<file path="src/rtl/periph_map_pkg.sv">
// rtl/periph_map_pkg.sv - address map, window codes and ID constants for the peripheral subsystem
package periph_map_pkg;

  localparam logic [19:0] BASE_HI  = 20'h02000;

  localparam logic [3:0]  WIN_DOUT = 4'h0;
  localparam logic [3:0]  WIN_CREG = 4'h1;
  localparam logic [3:0]  WIN_DIN  = 4'h8;

  localparam logic [7:0]  OFF_VER1 = 8'h00;
  localparam logic [7:0]  OFF_VER2 = 8'h04;
  localparam logic [7:0]  OFF_VER3 = 8'h08;

  localparam logic [31:0] ID_VER1_DEF = 32'h0123_4567;
  localparam logic [31:0] ID_VER2_DEF = 32'h89AB_CDEF;
  localparam logic [31:0] ID_VER3_DEF = 32'hFEDC_BA98;

  typedef struct packed {
    logic dout;
    logic creg;
    logic din;
    logic def;
  } sel_t;

  // Word-aligned lookup: the byte-lane bits are not part of the offset.
  function automatic logic [31:0] const_lookup(input logic [5:0] word_off,
                                               input logic [31:0] v1,
                                               input logic [31:0] v2,
                                               input logic [31:0] v3);
    logic [7:0] off;
    off = {word_off, 2'b00};
    if (off == OFF_VER1)      return v1;
    else if (off == OFF_VER2) return v2;
    else if (off == OFF_VER3) return v3;
    else                      return 32'h0;
  endfunction

endpackage

</file>
<file path="src/rtl/periph_const_din_subsys_if.sv">
// rtl/periph_const_din_subsys_if.sv - STB/WE/ACK slave bus between the SoC master and the subsystem
interface periph_bus_if;
  logic [31:0] iADR;
  logic        iSTB;
  logic        iWE;
  logic [31:0] oDAT;
  logic        oACK;

  modport master (output iADR, output iSTB, output iWE, input oDAT, input oACK);
  modport slave  (input iADR, input iSTB, input iWE, output oDAT, output oACK);
endinterface

</file>
<file path="src/rtl/periph_addr_dec.sv">
// rtl/periph_addr_dec.sv - combinational one-hot strobe decode; unmapped hits go to the default slave
import periph_map_pkg::*;

module periph_addr_dec (
  input  logic [31:0] i_adr,
  input  logic        i_stb,
  output sel_t        o_sel
);

  always_comb begin
    o_sel = '0;
    if (i_stb) begin
      if (i_adr[31:12] != BASE_HI) begin
        o_sel.def = 1'b1;
      end else begin
        case (i_adr[11:8])
          WIN_DOUT: o_sel.dout = 1'b1;
          WIN_CREG: o_sel.creg = 1'b1;
          WIN_DIN:  o_sel.din  = 1'b1;
          default:  o_sel.def  = 1'b1;
        endcase
      end
    end
  end

endmodule

</file>
<file path="src/rtl/periph_const_reg.sv">
// rtl/periph_const_reg.sv - read-only ID bank; writes are acknowledged and discarded
import periph_map_pkg::*;

module periph_const_reg #(
  parameter logic [31:0] ID_VER1 = ID_VER1_DEF,
  parameter logic [31:0] ID_VER2 = ID_VER2_DEF,
  parameter logic [31:0] ID_VER3 = ID_VER3_DEF
) (
  input  logic        i_clk,
  input  logic        i_rst,
  input  logic        i_stb,
  input  logic [5:0]  i_word_off,
  output logic        o_ack,
  output logic [31:0] o_dat
);

  logic        r_ack;
  logic [31:0] r_dat;
  logic        w_take;

  // A held strobe is served every other cycle because the ACK masks the next sample.
  assign w_take = i_stb & ~r_ack;

  always_ff @(posedge i_clk) begin
    if (i_rst) begin
      r_ack <= 1'b0;
      r_dat <= '0;
    end else begin
      r_ack <= w_take;
      r_dat <= w_take ? const_lookup(i_word_off, ID_VER1, ID_VER2, ID_VER3) : '0;
    end
  end

  assign o_ack = r_ack;
  assign o_dat = r_dat;

endmodule

</file>
<file path="src/rtl/periph_din_port.sv">
// rtl/periph_din_port.sv - 8-bit digital input port with free-running two-flop synchronizer
module periph_din_port (
  input  logic        i_clk,
  input  logic        i_rst,
  input  logic        i_stb,
  input  logic [7:0]  i_din,
  output logic        o_ack,
  output logic [31:0] o_dat
);

  logic [7:0]  r_sync1;
  logic [7:0]  r_sync2;
  logic        r_ack;
  logic [31:0] r_dat;
  logic        w_take;

  assign w_take = i_stb & ~r_ack;

  always_ff @(posedge i_clk) begin
    if (i_rst) begin
      r_sync1 <= '0;
      r_sync2 <= '0;
      r_ack   <= 1'b0;
      r_dat   <= '0;
    end else begin
      r_sync1 <= i_din;
      r_sync2 <= r_sync1;
      r_ack   <= w_take;
      r_dat   <= w_take ? {24'h0, r_sync2} : '0;
    end
  end

  assign o_ack = r_ack;
  assign o_dat = r_dat;

endmodule

</file>
<file path="src/rtl/periph_const_din_subsys.sv">
// rtl/periph_const_din_subsys.sv - decoder, ID bank, input port, default slave and read-data/ACK merge
import periph_map_pkg::*;

module periph_const_din_subsys #(
  parameter logic [31:0] ID_VER1 = ID_VER1_DEF,
  parameter logic [31:0] ID_VER2 = ID_VER2_DEF,
  parameter logic [31:0] ID_VER3 = ID_VER3_DEF
) (
  input  logic         iCLK,
  input  logic         iRST,
  periph_bus_if.slave  bus,
  input  logic [7:0]   iDIn,
  input  logic [31:0]  iDAT_OutPort,
  input  logic         iACK_OutPort,
  output logic         oSTB_DigOutPort
);

  sel_t        w_sel;
  logic        w_ack_creg;
  logic [31:0] w_dat_creg;
  logic        w_ack_din;
  logic [31:0] w_dat_din;
  logic        r_ack_def;

  periph_addr_dec u_dec (
    .i_adr (bus.iADR),
    .i_stb (bus.iSTB),
    .o_sel (w_sel)
  );

  periph_const_reg #(
    .ID_VER1 (ID_VER1),
    .ID_VER2 (ID_VER2),
    .ID_VER3 (ID_VER3)
  ) u_creg (
    .i_clk      (iCLK),
    .i_rst      (iRST),
    .i_stb      (w_sel.creg),
    .i_word_off (bus.iADR[7:2]),
    .o_ack      (w_ack_creg),
    .o_dat      (w_dat_creg)
  );

  periph_din_port u_din (
    .i_clk (iCLK),
    .i_rst (iRST),
    .i_stb (w_sel.din),
    .i_din (iDIn),
    .o_ack (w_ack_din),
    .o_dat (w_dat_din)
  );

  // Default slave only acknowledges; its read data is constant zero.
  always_ff @(posedge iCLK) begin
    if (iRST) r_ack_def <= 1'b0;
    else      r_ack_def <= w_sel.def & ~r_ack_def;
  end

  assign oSTB_DigOutPort = w_sel.dout;

  assign bus.oACK = iACK_OutPort | w_ack_creg | w_ack_din | r_ack_def;
  assign bus.oDAT = (iDAT_OutPort & {32{iACK_OutPort}})
                  | (w_dat_creg   & {32{w_ack_creg}})
                  | (w_dat_din    & {32{w_ack_din}});

endmodule

</file>
<file path="src/flat_wrapper.sv">
// flat-port wrapper written by rule: the top's interface ports become plain ports
module periph_const_din_subsys_flat 
#(
  parameter logic [31:0] ID_VER1 = ID_VER1_DEF,
  parameter logic [31:0] ID_VER2 = ID_VER2_DEF,
  parameter logic [31:0] ID_VER3 = ID_VER3_DEF
)
  (iCLK, iRST, iDIn, iDAT_OutPort, iACK_OutPort, oSTB_DigOutPort, bus_iADR, bus_iSTB, bus_iWE, bus_oDAT, bus_oACK);
  periph_bus_if bus_i ();
  input  logic iCLK;
  input  logic iRST;
  input  logic [7:0] iDIn;
  input  logic [31:0] iDAT_OutPort;
  input  logic iACK_OutPort;
  output logic oSTB_DigOutPort;
  input wire logic [$bits(bus_i.iADR)-1:0] bus_iADR;
  input wire logic [$bits(bus_i.iSTB)-1:0] bus_iSTB;
  input wire logic [$bits(bus_i.iWE)-1:0] bus_iWE;
  output wire logic [$bits(bus_i.oDAT)-1:0] bus_oDAT;
  output wire logic [$bits(bus_i.oACK)-1:0] bus_oACK;
  assign bus_i.iADR = bus_iADR;
  assign bus_i.iSTB = bus_iSTB;
  assign bus_i.iWE = bus_iWE;
  assign bus_oDAT = bus_i.oDAT;
  assign bus_oACK = bus_i.oACK;
  periph_const_din_subsys #(.ID_VER1(ID_VER1), .ID_VER2(ID_VER2), .ID_VER3(ID_VER3)) u_core (.iCLK(iCLK), .iRST(iRST), .bus(bus_i), .iDIn(iDIn), .iDAT_OutPort(iDAT_OutPort), .iACK_OutPort(iACK_OutPort), .oSTB_DigOutPort(oSTB_DigOutPort));
endmodule
</file>
<file path="config.mk">
export PLATFORM = sky130hd
export DESIGN_NAME = periph_const_din_subsys_flat
export DESIGN_NICKNAME = d
export VERILOG_FILES = /design/src/rtl/periph_map_pkg.sv /design/src/rtl/periph_const_din_subsys_if.sv /design/src/rtl/periph_addr_dec.sv /design/src/rtl/periph_const_reg.sv /design/src/rtl/periph_din_port.sv /design/src/rtl/periph_const_din_subsys.sv /design/src/flat_wrapper.sv
export SDC_FILE = /design/constraint.sdc
export NUM_CORES = 1
export LEC_CHECK = 0
export CORE_MARGIN = 4
export CORE_UTILIZATION = 29
export CTS_CLUSTER_SIZE = 30
export DETAILED_ROUTE_END_ITERATION = 16
export GPL_TIMING_DRIVEN = 0
export HOLD_SLACK_MARGIN = 0.12
export PLACE_DENSITY_LB_ADDON = 0.12
export SYNTH_ARGS = -nofsm -noshare
export SYNTH_HDL_FRONTEND = slang
export SYNTH_SLANG_ARGS = --single-unit
</file>
<file path="constraint.sdc">
create_clock -name iCLK -period 1.2 [get_ports iCLK]
set_clock_uncertainty 0.2 [all_clocks]
set_input_delay 0.18 -clock iCLK [delete_from_list [all_inputs] [get_ports iCLK]]
set_output_delay 0.18 -clock iCLK [all_outputs]
set_load 0.01 [all_outputs]
</file>
==> results.cfg <==
[outcome]
run_status = finished, violations left
violations = negative setup slack

[sta]
slew_headroom_pct = 74.38
fin_crit_sh_pct = 139.9
tightest_slew_ns = 0.3844
finalSetupViolations = 48
hold_viol = 0
rsz0062_at_grt = true
fin_ws_ns = -0.4789
max_freq_mhz = 595.6
finalCriticalPeriod_ns = 1.679
drv_slew = 0

[yosys]
async_reset_ff_share_pct = 0
synth_flop_cell = dfxtp_1
synth-edff-count = 0
ys_types = 25
yosys.area.top_type = dfxtp_1
synth_area_sq_um = 1379
synth_seq_cells = 30
netlist_instances = 169
seq_area_frac_synth_pct = 43.56
yosys.area.top_type_share_pct = 43.56
avgSynthCellArea_sq_um = 8.159
synth_warnings = 0
ys_top_cells_by_area = dfxtp_1 (44%), nand2_1 (17%), nor2b_1 (7.7%)
synth_fp_nets = 246
synth_most_common_cell = nand2_1
yosys-top-cells-count = nand2_1 (63), dfxtp_1 (30), nor2b_1 (17)

[clock_tree]
clk_latency_ns = 0.28
clock_sinks = 30
cts-buffers-inserted = 5
root_buffer = clkbuf_8
cts_tree = built
h-tree-depth = 2
clk_pin_slew_ns = 0.06
clk_path_buf_depth = 2

[worst_setup_path]
endpoint_kind = primary output
r2r_cells = 5
critical_path_class = flop to primary output
critPathMaxFanout = 5
timing.rr.start = u_core.u_creg.o_ack
critPathLaunch = u_core.u_creg.o_ack
cp.required_ns = 0.82
r2r_end = u_core.u_creg.o_dat[29]
critical_path.endpoint = bus_oACK
start_kind = flop
arrival_ns = 1.30
rrSetupSlack_ns = -0.34

[pwr]
cellLeakagePower_uw = 0.001391
finalPower_uw = 2399
irDropWorstVdd_uv = 824.3
cellPowerDensity_nw_per_um2 = 809.3

[route]
antenna_left = 0
firstDrtPassIters = 4
wl_microns = 4823
via_per_inst = 4.467
drt_iter0_drc = 30
drc = 0
via_count = 1608
wl_per_cell_microns = 13.40

[floorplan]
num_rows = 24
coreArea_sq_um = 4474
die_h_microns = 76.96
die_w_microns = 76.96
ioPinCount = 111
start_util_pct = 30.82
die_area_sq_um = 5922

[placement]
gp_congestion = 0.6845
place_area_sq_um = 2580
hpwl_microns = 3491
io_buffers = 106

[grt]
grt_usage_pct = 15.82
antenna_found_initial = 0
first_global_vias = 1520
grt_max_degree = 11
gr-total-overflow = 0
grt_pass1_wl_microns = 7458

[finish]
syn_to_final_growth_pct = 115.0
fin_nets = 384
num-fill-cells = 388
fin_area_sq_um = 2964
drive_gt1_share_pct = 39.61
antenna_cells = 0

[job]
drv_cap = 0

[hold_path]
min_path_type = input port to flop
## stage by stage
stage | cells | setup slack [ns] | util (%) | hold WS, ns | setup TNS (ns)
finish | 360 | -0.4789 | 66.25 | 0.1569 | -14.00
global route | 360 | -0.5055 | 66.25 | 0.1747 | -17.20
CTS | 352 | -0.4935 | 63.53 | 0.1158 | -14.87
detailed placement | 327 | -1.247 | 57.66 | 0.2212 | -32.61
global placement | 327 | -1.236 | 57.66 | 0.2209 | -32.38
floorplan | 169 | -0.1426 | - | 0.05161 | -0.5483
## layout make-up
cell class	count	area [sq um]	share of cell area, %
clock inverter	2	12.51	0.4221
clock buffer	6	82.58	2.786
tap	52	65.06	2.195
inverter	1	3.754	0.1266
timing repair buffer	131	1159	39.09
multi-input combinational	127	934.6	31.53
buffer	11	101.3	3.419
sequential	30	605.6	20.43
## placed cells by master, fill, tap and decap left out, drive strengths merged
cell type      Yosys  routed
clkinvlp           0       1
nor3              13      13
clkbuf             7      19
inv                1       1
dfxtp             30      30
nor2               2       2
nor3b              2       2
clkdlybuf4s50      0      44
nand4              2       2
xnor2              1       1
nor4b              3       3
dlygate4sd2        0      21
clkinv             0       1
nor2b             17      17
clkdlybuf4s15      0       3
nand3              8       8
buf                4      61
and2               1       1
nand2             63      63
o311a              1       1
nor4               5       5
a22oi              8       8
or4                1       1
## how the worst min path moves through the flow
stage                            start                       to  slack, ns  cells after the start
2_1_floorplan                     iRST  u_core.u_din.r_sync1[0]       0.05                      1
3_3_place_gp   u_core.u_din.r_sync1[0]  u_core.u_din.r_sync2[0]       0.22                      1
3_5_place_dp   u_core.u_din.r_sync1[2]  u_core.u_din.r_sync2[2]       0.22                      1
4_1_cts                   bus_iADR[22]  u_core.u_creg.o_dat[29]       0.12                      5
5_1_grt                   bus_iADR[31]       u_core.u_din.o_ack       0.17                      6
6_report                  bus_iADR[31]       u_core.u_din.o_ack       0.16                      6
## power by group
group          switching (uW)  internal (uW)  leakage, uW
clock network             376            460    0.0000472
registers                8.04           1020     0.000247
logic                     207            328      0.00110
total                     591           1810      0.00139
## routing by layer
layer	GRT usage, %	up-vias	wire length, microns
li1	-	839	-
met1	17.23	686	1866
met2	29.70	77	2439
met3	4.684	6	471
met4	3.804	0	45
met5	0	-	0
## logic make-up after synthesis
logic type	Yosys count	share of synthesized area, %
simple gates	117	46.46
buf+inv	12	4.265
flops	30	43.56
xor+xnor	1	0.6353
compound gates	9	5.082
## what timing repair did
action                     4_1_cts  5_1_grt
hold endpoints to repair         3        0
setup endpoints to repair       58       48
resized for setup              185       54
gates cloned                     2        0
setup buffers                   19       11
pin swaps                       17       25
## state kept, by name (all words and copies together) (netlist names)
| signal | flops |
|---|---|
| u_core.u_din.o_dat | 8 |
| u_core.r_ack_def | 1 |
| u_core.u_din.r_sync2 | 8 |
| u_core.u_creg.o_ack | 1 |
| u_core.u_din.r_sync1 | 8 |
| u_core.u_creg.o_dat | 3 |
| u_core.u_din.o_ack | 1 |
## worst max-delay path: stages, from the launching register on
cell and delay, ns:
dfxtp_4 0.36, or4_4 0.52, buf_6 0.14
Power figures use the tool's default switching activity.
